**src/rtl/vga_rx_timing.sv**
```systemverilog
// vga_rx_timing: recovers pixel coordinates from a 640x480@60 VGA stream and checks its line/frame timing.
// Ports: clk/reset (async active-low), vga_hs/vga_vs (active-low syncs), vga_blank (high = active),
// vga_r/g/b in; pix_data/pix_valid/pix_x/pix_y (2-clock latency), frame_start, locked,
// h_meas/v_meas (last measured line period / frame length), err_cnt (saturating) out.
// Optional: define VGA_RX_CHECKSUM_EN to add frame_sum, the mod-2^24 sum of a frame's pixels.
module vga_rx_timing #(
  parameter int H_DISPLAY   = 640,
  parameter int H_TOTAL     = 800,
  parameter int V_DISPLAY   = 480,
  parameter int V_TOTAL     = 525,
  parameter int LOCK_FRAMES = 2
) (
  input  logic        clk,
  input  logic        reset,
  input  logic        vga_hs,
  input  logic        vga_vs,
  input  logic        vga_blank,
  input  logic [7:0]  vga_r,
  input  logic [7:0]  vga_g,
  input  logic [7:0]  vga_b,
  output logic [23:0] pix_data,
  output logic        pix_valid,
  output logic [9:0]  pix_x,
  output logic [9:0]  pix_y,
  output logic        frame_start,
  output logic        locked,
  output logic [10:0] h_meas,
  output logic [9:0]  v_meas,
  output logic [7:0]  err_cnt
`ifdef VGA_RX_CHECKSUM_EN
  ,
  output logic [23:0] frame_sum
`endif
);
  localparam logic [10:0] HD = 11'(H_DISPLAY);
  localparam logic [10:0] HT = 11'(H_TOTAL);
  localparam logic [9:0]  VD = 10'(V_DISPLAY);
  localparam logic [9:0]  VT = 10'(V_TOTAL);
  localparam logic [3:0]  LF = 4'(LOCK_FRAMES);
  typedef enum logic [1:0] {SEARCH, MEASURE, LOCKED} state_t;
  state_t      state_q;
  logic        hs_q, vs_q, blank_q, hs_p_q, vs_p_q, blank_p_q;
  logic [23:0] rgb_q, pix_data_q;
  logic [9:0]  pix_x_q, pix_x_d, pix_y_q, pix_y_d;
  logic [10:0] hcnt_q, hcnt_d, acnt_q, acnt_d, h_meas_q, h_meas_d, period;
  logic [9:0]  vcnt_q, vcnt_d, aline_q, aline_d, v_meas_q, v_meas_d;
  logic        h_seen_q, h_seen_d, line_err_q, line_err_d;
  logic [3:0]  good_q;
  logic        locked_q;
  logic [7:0]  err_q;
  logic        hs_fall, vs_fall, act_rise, act_fall, line_bad, frame_bad;
  assign hs_fall  = hs_p_q & ~hs_q;
  assign vs_fall  = vs_p_q & ~vs_q;
  assign act_rise = ~blank_p_q & blank_q;
  assign act_fall = blank_p_q & ~blank_q;
  assign period   = &hcnt_q ? hcnt_q : hcnt_q + 11'd1;
  // Vertical-blanking lines carry no active pixels, so a zero active count is also a good line.
  assign line_bad  = hs_fall & h_seen_q & (period != HT | (acnt_q != '0 & acnt_q != HD));
  assign frame_bad = vs_fall & (line_err_q | line_bad | vcnt_q != VT | aline_q != VD);
  always_comb begin
    pix_x_d    = act_rise ? '0 : (blank_q & ~&pix_x_q) ? pix_x_q + 10'd1 : pix_x_q;
    pix_y_d    = vs_fall ? '0 : (act_fall & ~&pix_y_q) ? pix_y_q + 10'd1 : pix_y_q;
    hcnt_d     = hs_fall ? '0 : &hcnt_q ? hcnt_q : hcnt_q + 11'd1;
    acnt_d     = hs_fall ? {10'd0, blank_q} : (blank_q & ~&acnt_q) ? acnt_q + 11'd1 : acnt_q;
    h_meas_d   = hs_fall ? period : h_meas_q;
    // An hs_fall landing on the vs_fall cycle is line 1 of the new frame.
    vcnt_d     = vs_fall ? {9'd0, hs_fall} : (hs_fall & ~&vcnt_q) ? vcnt_q + 10'd1 : vcnt_q;
    v_meas_d   = vs_fall ? vcnt_q : v_meas_q;
    aline_d    = vs_fall ? '0 : (act_fall & ~&aline_q) ? aline_q + 10'd1 : aline_q;
    // The first hs_fall after leaving SEARCH only arms the period check.
    h_seen_d   = (state_q != SEARCH) & (h_seen_q | hs_fall);
    line_err_d = ~vs_fall & (line_err_q | line_bad);
  end
  always_ff @(posedge clk or negedge reset) begin
    if (!reset) begin
      hs_q       <= 1'b1;
      vs_q       <= 1'b1;
      blank_q    <= 1'b0;
      hs_p_q     <= 1'b1;
      vs_p_q     <= 1'b1;
      blank_p_q  <= 1'b0;
      rgb_q      <= '0;
      pix_data_q <= '0;
      pix_x_q    <= '0;
      pix_y_q    <= '0;
      hcnt_q     <= '0;
      acnt_q     <= '0;
      h_meas_q   <= '0;
      vcnt_q     <= '0;
      aline_q    <= '0;
      v_meas_q   <= '0;
      h_seen_q   <= 1'b0;
      line_err_q <= 1'b0;
    end else begin
      hs_q       <= vga_hs;
      vs_q       <= vga_vs;
      blank_q    <= vga_blank;
      hs_p_q     <= hs_q;
      vs_p_q     <= vs_q;
      blank_p_q  <= blank_q;
      rgb_q      <= {vga_r, vga_g, vga_b};
      pix_data_q <= rgb_q;
      pix_x_q    <= pix_x_d;
      pix_y_q    <= pix_y_d;
      hcnt_q     <= hcnt_d;
      acnt_q     <= acnt_d;
      h_meas_q   <= h_meas_d;
      vcnt_q     <= vcnt_d;
      aline_q    <= aline_d;
      v_meas_q   <= v_meas_d;
      h_seen_q   <= h_seen_d;
      line_err_q <= line_err_d;
    end
  end
  always_ff @(posedge clk or negedge reset) begin
    if (!reset) begin
      state_q  <= SEARCH;
      good_q   <= '0;
      locked_q <= 1'b0;
      err_q    <= '0;
    end else begin
      case (state_q)
        SEARCH: if (vs_fall) begin
          state_q <= MEASURE;
          good_q  <= '0;
        end
        MEASURE: if (line_bad | frame_bad) good_q <= '0;
        else if (vs_fall) begin
          good_q <= good_q + 4'd1;
          if (good_q + 4'd1 == LF) begin
            state_q  <= LOCKED;
            locked_q <= 1'b1;
          end
        end
        LOCKED: if (line_bad | frame_bad) begin
          state_q  <= SEARCH;
          locked_q <= 1'b0;
          err_q    <= err_q + {7'd0, ~&err_q};
        end
        default: state_q <= SEARCH;
      endcase
    end
  end
  assign pix_data    = pix_data_q;
  assign pix_valid   = blank_p_q;
  assign pix_x       = pix_x_q;
  assign pix_y       = pix_y_q;
  assign frame_start = blank_p_q & pix_x_q == '0 & pix_y_q == '0;
  assign locked      = locked_q;
  assign h_meas      = h_meas_q;
  assign v_meas      = v_meas_q;
  assign err_cnt     = err_q;
`ifdef VGA_RX_CHECKSUM_EN
  logic [23:0] acc_q, sum_in;
  logic        last_px;
  assign sum_in  = acc_q + (blank_p_q ? pix_data_q : 24'd0);
  assign last_px = blank_p_q & pix_x_q == 10'(H_DISPLAY - 1) & pix_y_q == 10'(V_DISPLAY - 1);
  always_ff @(posedge clk or negedge reset) begin
    if (!reset) begin
      acc_q     <= '0;
      frame_sum <= '0;
    end else begin
      acc_q     <= last_px ? '0 : sum_in;
      frame_sum <= last_px ? sum_in : frame_sum;
    end
  end
`endif
endmodule
```
**config.mk**
```make
export PLATFORM = sky130hd
export DESIGN_NAME = vga_rx_timing
export DESIGN_NICKNAME = d
export VERILOG_FILES = /design/src/rtl/vga_rx_timing.sv
export SDC_FILE = /design/constraint.sdc
export NUM_CORES = 1
export LEC_CHECK = 0
export CORE_ASPECT_RATIO = 1.25
export CORE_MARGIN = 4
export CORE_UTILIZATION = 25
export DETAILED_ROUTE_END_ITERATION = 10
export PLACE_DENSITY = 0.45
export SYNTH_ARGS = -nofsm -noshare
export SYNTH_HDL_FRONTEND = slang
export SYNTH_SLANG_ARGS = --single-unit
export TNS_END_PERCENT = 50
```
**constraint.sdc**
```tcl
create_clock -name clk -period 5.48 [get_ports clk]
set_input_delay 1.644 -clock clk [delete_from_list [all_inputs] [get_ports clk]]
set_output_delay 1.644 -clock clk [all_outputs]
set_load 0.05 [all_outputs]
```
==> impl_metrics.py <==
metrics = {
    "synth": {
        "synthCells": 574,
        "syn_area_per_cell_um2": 11.0,
        "yosysTopAreaCell": "dfrtp_1",
        "synth_top_area_share": 0.592,
        "synthFlopType": "dfrtp_1",
        "synth_commonest_cells": "150 x dfrtp_1, 71 x nand2_1, 68 x nor2_1, 26 x o21ai_0, 25 x nand4_1",
        "yosysMostFrequentCell": "dfrtp_1",
        "synth_enable_flop_cells": 0,
        "yosys-top-cells-area": "dfrtp_1 59%, nand2_1 4.2%, nor2_1 4.0%",
        "ys_warn_count": 0,
        "ys_seq_area_frac": 0.609,
        "synth-seq-cells": 154,
        "synth_area_um2": 6340,
        "synth_fp_nets": 618,
        "synth_cell_types": 56,
        "async_flop_share": 1.00,
    },
    "setup_path": {
        "crit_type": "reg2out",
        "end_kind": "output port",
        "cp_data_arrival_time_ns": 2.76,
        "r2r_end": "err_cnt[1]",
        "worstSetupStartpointType": "flop",
        "worst_ep_required_time_ns": 3.84,
        "r2r_start": "hcnt_q[0]",
        "rr_worst_depth": 7,
        "endpoint": "frame_start",
        "rrSetupSlack_ns": 2.91,
        "crit_fanout": 6,
        "crit_path_start": "pix_y[0]",
    },
    "die": {
        "rows": 64,
        "core_um2": 24700,
        "ios": 105,
        "die_w_um": 150,
        "dieArea_um2": 28000,
        "initial_core_util": 0.256,
        "die_y_um": 186,
    },
    "run": {
        "max-cap-violations": 0,
    },
    "pwr": {
        "cellLeakagePower_nw": 3.56,
        "vdd_drop_max_uv": 223,
        "powerDensity_nw_per_um2": 356,
    },
    "drt": {
        "dr.pass1.iters": 6,
        "wl_per_cell_um": 13.9,
        "wl_met2_um": 7010,
        "drc": 0,
        "dr_wl_met3_um": 877,
        "drt_iter0_markers": 180,
        "via_count": 4568,
        "top_layer": "met4",
        "antenna_left": 0,
        "wl_met1_um": 6130,
        "drt-vias-per-instance": 4.45,
        "wl_um": 14200,
    },
    "clock_tree": {
        "cts.path.max_buffers": 2,
        "clkTransAtPathRegs_ns": 0.06,
        "cts_setup_buffers": 0,
        "cts.repair.resized": 0,
        "cts-root-buf": "clkbuf_16",
        "hold_buffers": 0,
        "cts.sink_count": 154,
        "cts_buffers": 17,
        "worstSkewPairLatency_ns": 0.42,
        "htreeDepth": 4,
        "tritoncts": "done",
    },
    "sta": {
        "fmax_mhz": 227,
        "hold_viol": 0,
        "setup_viol": 0,
        "max_slew.worst_pin.slew_ns": 0.967,
        "finalSetupTns_ns": 0,
        "finalClockSkew_ns": 0.0106,
        "finalCriticalPeriod_ns": 4.40,
        "finalMaxSlewViolations": 0,
        "rsz0062_at_grt": "no",
        "slew_headroom": 0.355,
        "period_share": 0.803,
        "worst_hold_slack_ns": 0.346,
    },
    "final_layout": {
        "drive_above_1_share": 0.0718,
        "layout.nets": 727,
        "num_antenna_cells": 0,
        "fillers": 2467,
        "areaGrowthSynthToFinish_pct": 32.6,
    },
    "global_route": {
        "grt_pass1_wl_um": 23900,
        "overflow": 0,
        "antenna_found_initial": 0,
        "grt_max_degree": 102,
        "grt_pass1_vias": 4803,
        "grt_usage": 0.107,
    },
    "placed_design": {
        "gp_congestion": 0.814,
        "numPortBuffers": 104,
        "dp_hpwl_um": 9690,
    },
    "min_path": {
        "hold_class": "reg2reg",
        "hold_path_depth": 0,
    },
    "run_status": {
        "outcome": "complete, no violations",
    },
}
-- logic make-up after synthesis --
| group | after synthesis | share of synthesized area |
|---|---|---|
| xor gates and xnor gates | 45 | 0.0622 |
| adders and majority gates | 15 | 0.0296 |
| DFF | 154 | 0.609 |
| AOI/OAI and AO/OA | 76 | 0.0750 |
| and+or+nand+nor | 243 | 0.188 |
| muxes | 7 | 0.0134 |
| buffers and inverters | 34 | 0.0225 |
-- worst min path at each step --
stage	slack [ns]	end	from
finish	0.35	pix_data[18]	rgb_q[18]
global route	0.35	pix_data[5]	rgb_q[5]
CTS	0.35	pix_data[18]	rgb_q[18]
detailed placement	0.34	pix_data[1]	rgb_q[1]
global placement	0.33	pix_data[19]	rgb_q[19]
floorplan	0.33	pix_data[0]	rgb_q[0]
-- flip-flops by register name (all words and copies together), names as in the netlist, 11 cells and up --
| signal | cells |
|---|---|
| pix_data | 24 |
| rgb_q | 24 |
| h_meas | 11 |
| hcnt_q | 11 |
| acnt_q | 11 |
-- routing by layer --
metal	vias to the layer above	track usage
met5	-	0
met4	0	0.0388
met3	18	0.0377
met2	101	0.180
met1	2263	0.125
li1	2186	-
-- report_power, final --
group / total [mW] / internal, mW / switching, mW
sequential: 1.28 / 1.21 / 0.0664
clock: 1.30 / 0.834 / 0.465
combinational: 0.419 / 0.150 / 0.269
total: 3.00 / 2.20 / 0.801
-- worst max-delay path: stages (launching register included) --
cell and delay [ns]:
dfrtp_1 0.45, inv_1 0.08, ha_1 0.15, nor4b_1 0.30, nand4_1 0.12, nor4b_1 0.35
clkdlybuf4s50_1 0.89
-- layout by cell type, fill, tap and decap left out, types with 6 or more instances in the layout --
cell | Yosys | layout
a21o_1 | 6 | 6
a21oi_1 | 17 | 17
and3_1 | 6 | 6
clkbuf_16 | 0 | 17
clkdlybuf4s50_1 | 0 | 103
dfrtp_1 | 150 | 150
ha_1 | 15 | 15
inv_1 | 17 | 17
nand2_1 | 71 | 71
nand2b_1 | 7 | 7
nand3_1 | 17 | 17
nand4_1 | 25 | 25
nor2_1 | 68 | 68
nor4_1 | 7 | 7
o21ai_0 | 26 | 26
or3_1 | 8 | 8
xnor2_1 | 21 | 21
xor2_1 | 24 | 24
-- area by class of cell --
| class | instances | area, um^2 | area share |
|---|---|---|---|
| sequential | 154 | 3860 | 0.459 |
| multi-input combinational | 386 | 2340 | 0.278 |
| timing repair buffer | 107 | 1080 | 0.128 |
| clock buffer | 21 | 460 | 0.0548 |
| tap | 330 | 413 | 0.0491 |
| clock inverter | 11 | 194 | 0.0231 |
| inverter | 17 | 63.8 | 0.00759 |
-- through the flow --
step                total power, mW  std cells  utilization  setup WS (ns)  cell area (um^2)
floorplan                      1.56        574            -           1.01              6340
global placement               1.72        994        0.313           1.49              7750
detailed placement             1.73        994        0.313           1.54              7750
CTS                            3.05       1026        0.340           1.03              8400
global route                   3.14       1026        0.340          0.850              8400
finish                         3.00       1026        0.340           1.08              8400
Power figures use the tool's default switching activity.
